File: src/rtl/serial_adder.sv
// Bit-serial adder: walks two WIDTH-bit operands LSB first through one full adder
// cell, recirculating the carry, and presents the registered word with a done pulse.

module fulladder (
    output logic s,
    output logic c,
    input  logic a,
    input  logic b,
    input  logic p
);

    // One-bit sum and carry of a + b + p.
    always_comb begin
        s = a ^ b ^ p;
        c = (a & b) | (p & (a ^ b));
    end

endmodule

module serial_adder #(
    parameter int WIDTH = 8
) (
    input  logic             clk,
    input  logic             rst_n,
    input  logic             start,
    input  logic [WIDTH-1:0] a_in,
    input  logic [WIDTH-1:0] b_in,
    input  logic             cin,
    output logic             busy,
    output logic             done,
    output logic [WIDTH-1:0] sum,
    output logic             cout
);

    localparam int CW = $clog2(WIDTH + 1);

    typedef enum logic [1:0] {
        IDLE = 2'd0,
        RUN  = 2'd1,
        DONE = 2'd2
    } state_t;

    state_t           state_q, state_d;
    logic [WIDTH-1:0] a_sh_q, a_sh_d;
    logic [WIDTH-1:0] b_sh_q, b_sh_d;
    logic [WIDTH-1:0] s_sh_q, s_sh_d;
    logic             carry_q, carry_d;
    logic [CW-1:0]    cnt_q, cnt_d;
    logic             busy_q, busy_d;
    logic             done_q, done_d;
    logic [WIDTH-1:0] sum_q, sum_d;
    logic             cout_q, cout_d;
    logic             fa_s;
    logic             fa_c;

    fulladder u_fa (
        .s (fa_s),
        .c (fa_c),
        .a (a_sh_q[0]),
        .b (b_sh_q[0]),
        .p (carry_q)
    );

    // Next-state and datapath decode; sum/cout only move on the final bit.
    always_comb begin
        state_d = state_q;
        a_sh_d  = a_sh_q;
        b_sh_d  = b_sh_q;
        s_sh_d  = s_sh_q;
        carry_d = carry_q;
        cnt_d   = cnt_q;
        busy_d  = busy_q;
        done_d  = 1'b0;
        sum_d   = sum_q;
        cout_d  = cout_q;
        case (state_q)
            IDLE, DONE: begin
                if (start) begin
                    a_sh_d  = a_in;
                    b_sh_d  = b_in;
                    s_sh_d  = {WIDTH{1'b0}};
                    carry_d = cin;
                    cnt_d   = {CW{1'b0}};
                    busy_d  = 1'b1;
                    state_d = RUN;
                end else begin
                    busy_d  = 1'b0;
                    state_d = IDLE;
                end
            end
            RUN: begin
                a_sh_d  = {1'b0, a_sh_q[WIDTH-1:1]};
                b_sh_d  = {1'b0, b_sh_q[WIDTH-1:1]};
                s_sh_d  = {fa_s, s_sh_q[WIDTH-1:1]};
                carry_d = fa_c;
                cnt_d   = cnt_q + CW'(1);
                if (cnt_q == CW'(WIDTH - 1)) begin
                    sum_d   = {fa_s, s_sh_q[WIDTH-1:1]};
                    cout_d  = fa_c;
                    done_d  = 1'b1;
                    busy_d  = 1'b0;
                    state_d = DONE;
                end else begin
                    busy_d  = 1'b1;
                    state_d = RUN;
                end
            end
            default: begin
                busy_d  = 1'b0;
                state_d = IDLE;
            end
        endcase
    end

    // State and output registers with asynchronous clear.
    always_ff @(posedge clk or negedge rst_n) begin
        if (!rst_n) begin
            state_q <= IDLE;
            a_sh_q  <= {WIDTH{1'b0}};
            b_sh_q  <= {WIDTH{1'b0}};
            s_sh_q  <= {WIDTH{1'b0}};
            carry_q <= 1'b0;
            cnt_q   <= {CW{1'b0}};
            busy_q  <= 1'b0;
            done_q  <= 1'b0;
            sum_q   <= {WIDTH{1'b0}};
            cout_q  <= 1'b0;
        end else begin
            state_q <= state_d;
            a_sh_q  <= a_sh_d;
            b_sh_q  <= b_sh_d;
            s_sh_q  <= s_sh_d;
            carry_q <= carry_d;
            cnt_q   <= cnt_d;
            busy_q  <= busy_d;
            done_q  <= done_d;
            sum_q   <= sum_d;
            cout_q  <= cout_d;
        end
    end

    assign busy = busy_q;
    assign done = done_q;
    assign sum  = sum_q;
    assign cout = cout_q;

endmodule

File: config.mk
export PLATFORM = sky130hd
export DESIGN_NAME = serial_adder
export DESIGN_NICKNAME = d
export VERILOG_FILES = /design/src/rtl/serial_adder.sv
export SDC_FILE = /design/constraint.sdc
export NUM_CORES = 1
export LEC_CHECK = 0
export ABC_AREA = 1
export CELL_PAD_IN_SITES_DETAIL_PLACEMENT = 1
export CELL_PAD_IN_SITES_GLOBAL_PLACEMENT = 1
export CORE_ASPECT_RATIO = 1.1
export CORE_MARGIN = 8
export CORE_UTILIZATION = 34
export CTS_BUF_LIST = sky130_fd_sc_hd__clkbuf_16
export DETAILED_ROUTE_END_ITERATION = 16
export PLACE_DENSITY_LB_ADDON = 0.1
export SYNTH_ARGS = -nofsm -noshare
export SYNTH_HDL_FRONTEND = slang
export SYNTH_SLANG_ARGS = --single-unit
File: constraint.sdc
create_clock -name clk -period 1.13 [get_ports clk]
set_clock_uncertainty 0.05 [all_clocks]
set_input_delay 0.226 -clock clk [delete_from_list [all_inputs] [get_ports clk]]
set_output_delay 0.226 -clock clk [all_outputs]
set_load 0.02 [all_outputs]
* After elaboration in Yosys (flattened, before gate mapping)
Cells that the tools add are included.
** Storage, ports and cells
- Bits in registers :: 42
- Input port bits :: 20
- Output and inout bits :: 11
- Word-level logic and storage cells :: 43
** Operators by class
- Add/subtract/negate cells :: 1
- Eq/ne operators :: 4
- Mux-type cells :: 18
- Bitwise gates (word level) :: 5
- Reductions and logical operators :: 5
** Operators by type and width (number)
- 8-bit one-hot mux with 2 select lines :: 3
- 8-bit two-way mux :: 3
- 4-bit one-hot mux with 2 select lines :: 1
- 1-bit two-way mux :: 6
- 4-bit by 1-bit adder with 4-bit output (second input constant) :: 1
- 4-bit by 3-bit equality test with 1-bit output (second input constant) :: 1
- 4-bit two-way mux :: 1
- 1-bit one-hot mux with 2 select lines :: 2
- 2-bit one-hot mux with 2 select lines :: 1
- 2-bit AND reduction :: 2
- 1-bit bitwise AND :: 2
- 2-bit by 1-bit equality test with 1-bit output (second input constant) :: 1
- 2-bit equality test (second input constant) :: 1
- 2-bit logical NOT :: 1
- 2-bit two-way mux :: 1
- 2-bit inequality test (second input constant) :: 1
- 2-bit nonzero test :: 1
- 2-bit OR reduction :: 1
- 1-bit XOR :: 2
- 1-bit bitwise OR :: 1

* Logic depth before layout (Yosys ltp)
Gate-level depths: netlist of the first run.
- Word-level depth :: 4
- Depth in mapped cells :: 7
- Mapped depth without buffers :: 6

* Modules after synthesis
From an unflattened synthesis of the first run, not the netlist that was laid out.
** Second synthesis, totals
- Cell total of the unflattened synthesis :: 217
- Area, all modules :: 1750.4 µm²
** Modules (own cells, without submodules)
- serial_adder :: times used 1, cells an instance 216, area an instance 1730.4 µm²
- fulladder :: times used 1, cells an instance 1, area an instance 20.0 µm²

* Worst setup path before layout of the first run
OpenSTA, ideal clock, no wires.
- Path kind :: flip-flop to flip-flop
- From :: register state_q[0]
- To :: register cnt_q[3]
- Data arrival time :: 1.102 ns
- Setup slack :: -0.139 ns
- Stages on the path, launching flop included :: 7
- Path buffers :: 1
- Period minus slack after synthesis :: 1.269 ns
- Cell sequence :: dfrtp_1 > nand2_2 > nand2_2 > inv_2 > buf_6 > nand2_1 > nand2_1
** Between the ends
- Cells in the longest elaborated chain, start to end :: 4
- Elaborated cells between the ends (all ways) :: 8
- Classes of those cells :: 3 x eq/ne; 1 x mux; 4 x reduce/logical
** Ends and longest elaborated chain
- start: declaration :: line 43 : state_t state_q, state_d;
- start signal: assignment :: line 129 : state_q <= state_d;
- 2-bit equality test or 2-bit logical NOT (tied branches) :: line 76 : case (state_q)
- 2-bit OR reduction :: line 76
- 2-bit inequality test (no line) or 2-bit nonzero test (tied branches)
- 2-bit AND reduction (no line)
- end signal: assignment :: line 123 : cnt_q <= {CW{1'b0}};
- end signal: assignment :: line 134 : cnt_q <= cnt_d;
- end: declaration :: line 48 : logic [CW-1:0] cnt_q, cnt_d;
Several ways; a longest one is shown, not always the timed one.
A chain may end at the register's enable or synchronous reset.

* Worst setup path in the final report of the first run
- From :: register b_sh_q[0]
- To :: register s_sh_q[7]
** Between the ends
- Cells in the longest elaborated chain, start to end :: 3
** Ends and longest elaborated chain
- start: declaration :: line 45 : logic [WIDTH-1:0] b_sh_q, b_sh_d;
- start signal: assignment :: line 120 : b_sh_q <= {WIDTH{1'b0}};
- start signal: assignment :: line 131 : b_sh_q <= b_sh_d;
- 1-bit XOR (2 in a row) :: line 14 : s = a ^ b ^ p;
- named net fa_s :: line 53 : logic fa_s;
- 8-bit one-hot mux with 2 select lines :: line 76
- end signal: assignment :: line 121 : s_sh_q <= {WIDTH{1'b0}};
- end signal: assignment :: line 132 : s_sh_q <= s_sh_d;
- end: declaration :: line 46 : logic [WIDTH-1:0] s_sh_q, s_sh_d;
The timed path passes the listed nets, and every way through them passes these cells.

==> flow_metrics.tcl, run 1 <==
set metrics [dict create \
    grt_pass1_wl_um 7630 \
    pin_count 31 \
    num_vias 1490 \
    post-route-period-util 1.08 \
    start_util 0.350 \
    clk_latency_ns 0.27 \
    crit_chain "fa_2 -> nand2_1 -> o21ai_1" \
    cts_tree "done" \
    htreeDepth 2 \
    power_density_nw_per_um2 2860 \
    violations "negative setup slack" \
    antenna_cells_inserted 0 \
    clockBufferDepth 2 \
    grt_pass1_vias 1687 \
    ys_seq_area_frac 0.572 \
    worstMarginPinSlew_ns 0.262 \
    numCtsBuffers 5 \
    r2r_start "b_sh_q[0]" \
    vias_per_cell 4.50 \
    layout_commonest_cell "nand2_1" \
    rr_endpoint "s_sh_q[7]" \
    status "complete, but fails checks" \
    fillCellCount 590 \
    fin_ws_ns -0.0896 \
    antenna_found_initial 0 \
    final_util 0.509 \
    die_w_um 84.4 \
    routedWlPerCell_um 13.1 \
    clk_pin_slew_ns 0.06 \
    cts.sinks 40 \
    synth.largest_area_cell "dfrtp_1" \
    drv_slew 0 \
    io_buffer_count 30 \
    dp_worst_setup_slack_ns -0.291 \
    ys_warn_count 0 \
    grt_max_degree 41 \
    ys_top_cells_by_area "dfrtp_1 57%, nand2_1 26%, inv_1 5.1%" \
    max_cap_violations 0 \
    tns_ns -1.46 \
    avgSynthCellArea_sq_um 8.07 \
    syn-num-nets 239 \
    synthesis.area_sq_um 1750 \
    ir_worst_vdd_mv 1.01 \
    holdCritPathClass "in2async" \
    end_kind "register" \
    layout.nets 294 \
    cp_data_required_time_ns 1.28 \
    multi_input_area_sq_um 758 \
    wl_um 4350 \
    r2r_cells 3 \
    crit_type "reg2reg" \
    num_rows 27 \
    cp_slowest_cell "fa_2" \
    drt_iter0_drc 28 \
    r2r_slack_ns -0.09 \
    antenna_left 0 \
    fmax_ghz 0.820 \
    ys_types 18 \
    firstDrtPassIters 4 \
    drc_errors 0 \
    hpwl_um 2820 \
    critical_path.max_fanout 2 \
    setup_viol 34 \
    rsz0062_at_grt "true" \
    arrival_ns 1.37 \
    post-route-min-period_ns 1.22 \
    gr-total-overflow 0 \
    area_growth_pct 45.5 \
    core_area_sq_um 5000 \
    power.leakage_nw 1.35 \
    report.final.hold_viol_count 0 \
    seq_area_sq_um 1000 \
    die-area_sq_um 7700 \
    cts_root_buffer "clkbuf_16" \
    place_congestion 0.676 \
    ys_ff_latch 40 \
    cp-start-kind "register" \
    final_cell_mix "106 x nand2_1, 39 x dfrtp_1, 23 x inv_1" \
    grt_usage 0.120 \
    die_h_um 91.3 \
    layout-drive-gt1-share 0.278 \
    relSlewSlack 0.825 \
    syn_inst 217 \
    synth.top_cell.area_share 0.572 \
    max_stage_delay_ns 0.58 \
]
## routing by layer
metal | GRT usage | up-vias | routed length [um]
li1 | - | 758 | -
met1 | 0.136 | 709 | 1890
met2 | 0.216 | 21 | 2280
met3 | 0.0306 | 2 | 158
met4 | 0.0357 | 0 | 25
met5 | 0 | - | 0
## worst max-delay path by stage
stage / endpoint / cells after the start / start
6_report: s_sh_q[7] / 3 / b_sh_q[0]
5_1_grt: a_sh_q[2] / 8 / state_q[0]
4_1_cts: carry_q / 5 / a_sh_q[0]
3_5_place_dp: b_sh_q[5] / 8 / start
3_3_place_gp: b_sh_q[0] / 8 / start
2_1_floorplan: carry_q / 5 / a_sh_q[0]
## state kept, by name, summed over array words and instances (netlist names)
name     flops
a_sh_q       8
carry_q      1
sum          8
cnt_q        4
state_q      2
s_sh_q       7
b_sh_q       8
cout         1
done         1
## power by group
group          leakage [nW]  total [mW]  internal, mW  switching [mW]
sequential            0.504        2.49          2.08           0.411
combinational         0.768        3.49          1.53            1.96
clock                0.0762        1.31         0.797           0.515
total                  1.35        7.29          4.40            2.88
## through the flow
stage	instances	hold WS (ns)	area [sq um]	power, mW
final	331	0.413	2550	7.29
after global routing	331	0.447	2550	7.89
after CTS	329	0.419	2490	7.20
after detailed placement	316	0.170	2270	5.52
after global placement	316	0.168	2270	5.43
after floorplan	217	-0.120	1790	4.30
## what timing repair did
action	4_1_cts	5_1_grt
endpoints found under the hold margin	40	0
pin swaps	8	6
cloned	2	0
setup buffers	2	2
hold buffers	1	0
setup endpoints to repair	50	40
resized for setup	70	16
## cell usage after synthesis
library cell and count:
nand2_1 120, dfrtp_1 40, inv_1 24, o22ai_1 6, nand3_1 4, nor2_1 4, inv_2 3, buf_2 2
buf_6 2, nand2_2 2, nor2_2 2, o21ai_0 2, a21oi_1 1, buf_4 1, fa_1 1, ha_1 1
nand4_1 1, or2_2 1
## area by class of cell
cell class / count / share of cell area
flip-flops and latches: 40 / 0.394
repair buffers: 52 / 0.182
clock inverters: 3 / 0.00491
inverters: 27 / 0.0437
multi-input cells: 146 / 0.298
clock buffers: 5 / 0.0491
well taps: 58 / 0.0285
## cell families after synthesis
family	count (synthesis)	synth area share
buf+inv	32	0.0808
simple gates	134	0.299
compound gates	9	0.0300
flops	40	0.572
fa+ha+maj	2	0.0186
## critical path, delay by kind of cell, from the launching register on
kind | cells | cell delay, ns
AOI/OAI and AO/OA | 1 | 0.07
adders and majority gates | 1 | 0.58
DFF | 1 | 0.40
and+or+nand+nor | 1 | 0.05
(Power assumes the default switching activity.)
==> run 2: changes to the inputs <==
--- a/config.mk
+++ b/config.mk
@@ -6,6 +6,7 @@
 export NUM_CORES = 1
 export LEC_CHECK = 0
 export ABC_AREA = 1
+export CAP_MARGIN = 20
 export CELL_PAD_IN_SITES_DETAIL_PLACEMENT = 1
 export CELL_PAD_IN_SITES_GLOBAL_PLACEMENT = 1
 export CORE_ASPECT_RATIO = 1.1
==> results of run 2 <==
No change in the layout: final DEF, timing and power equal those of run 1.
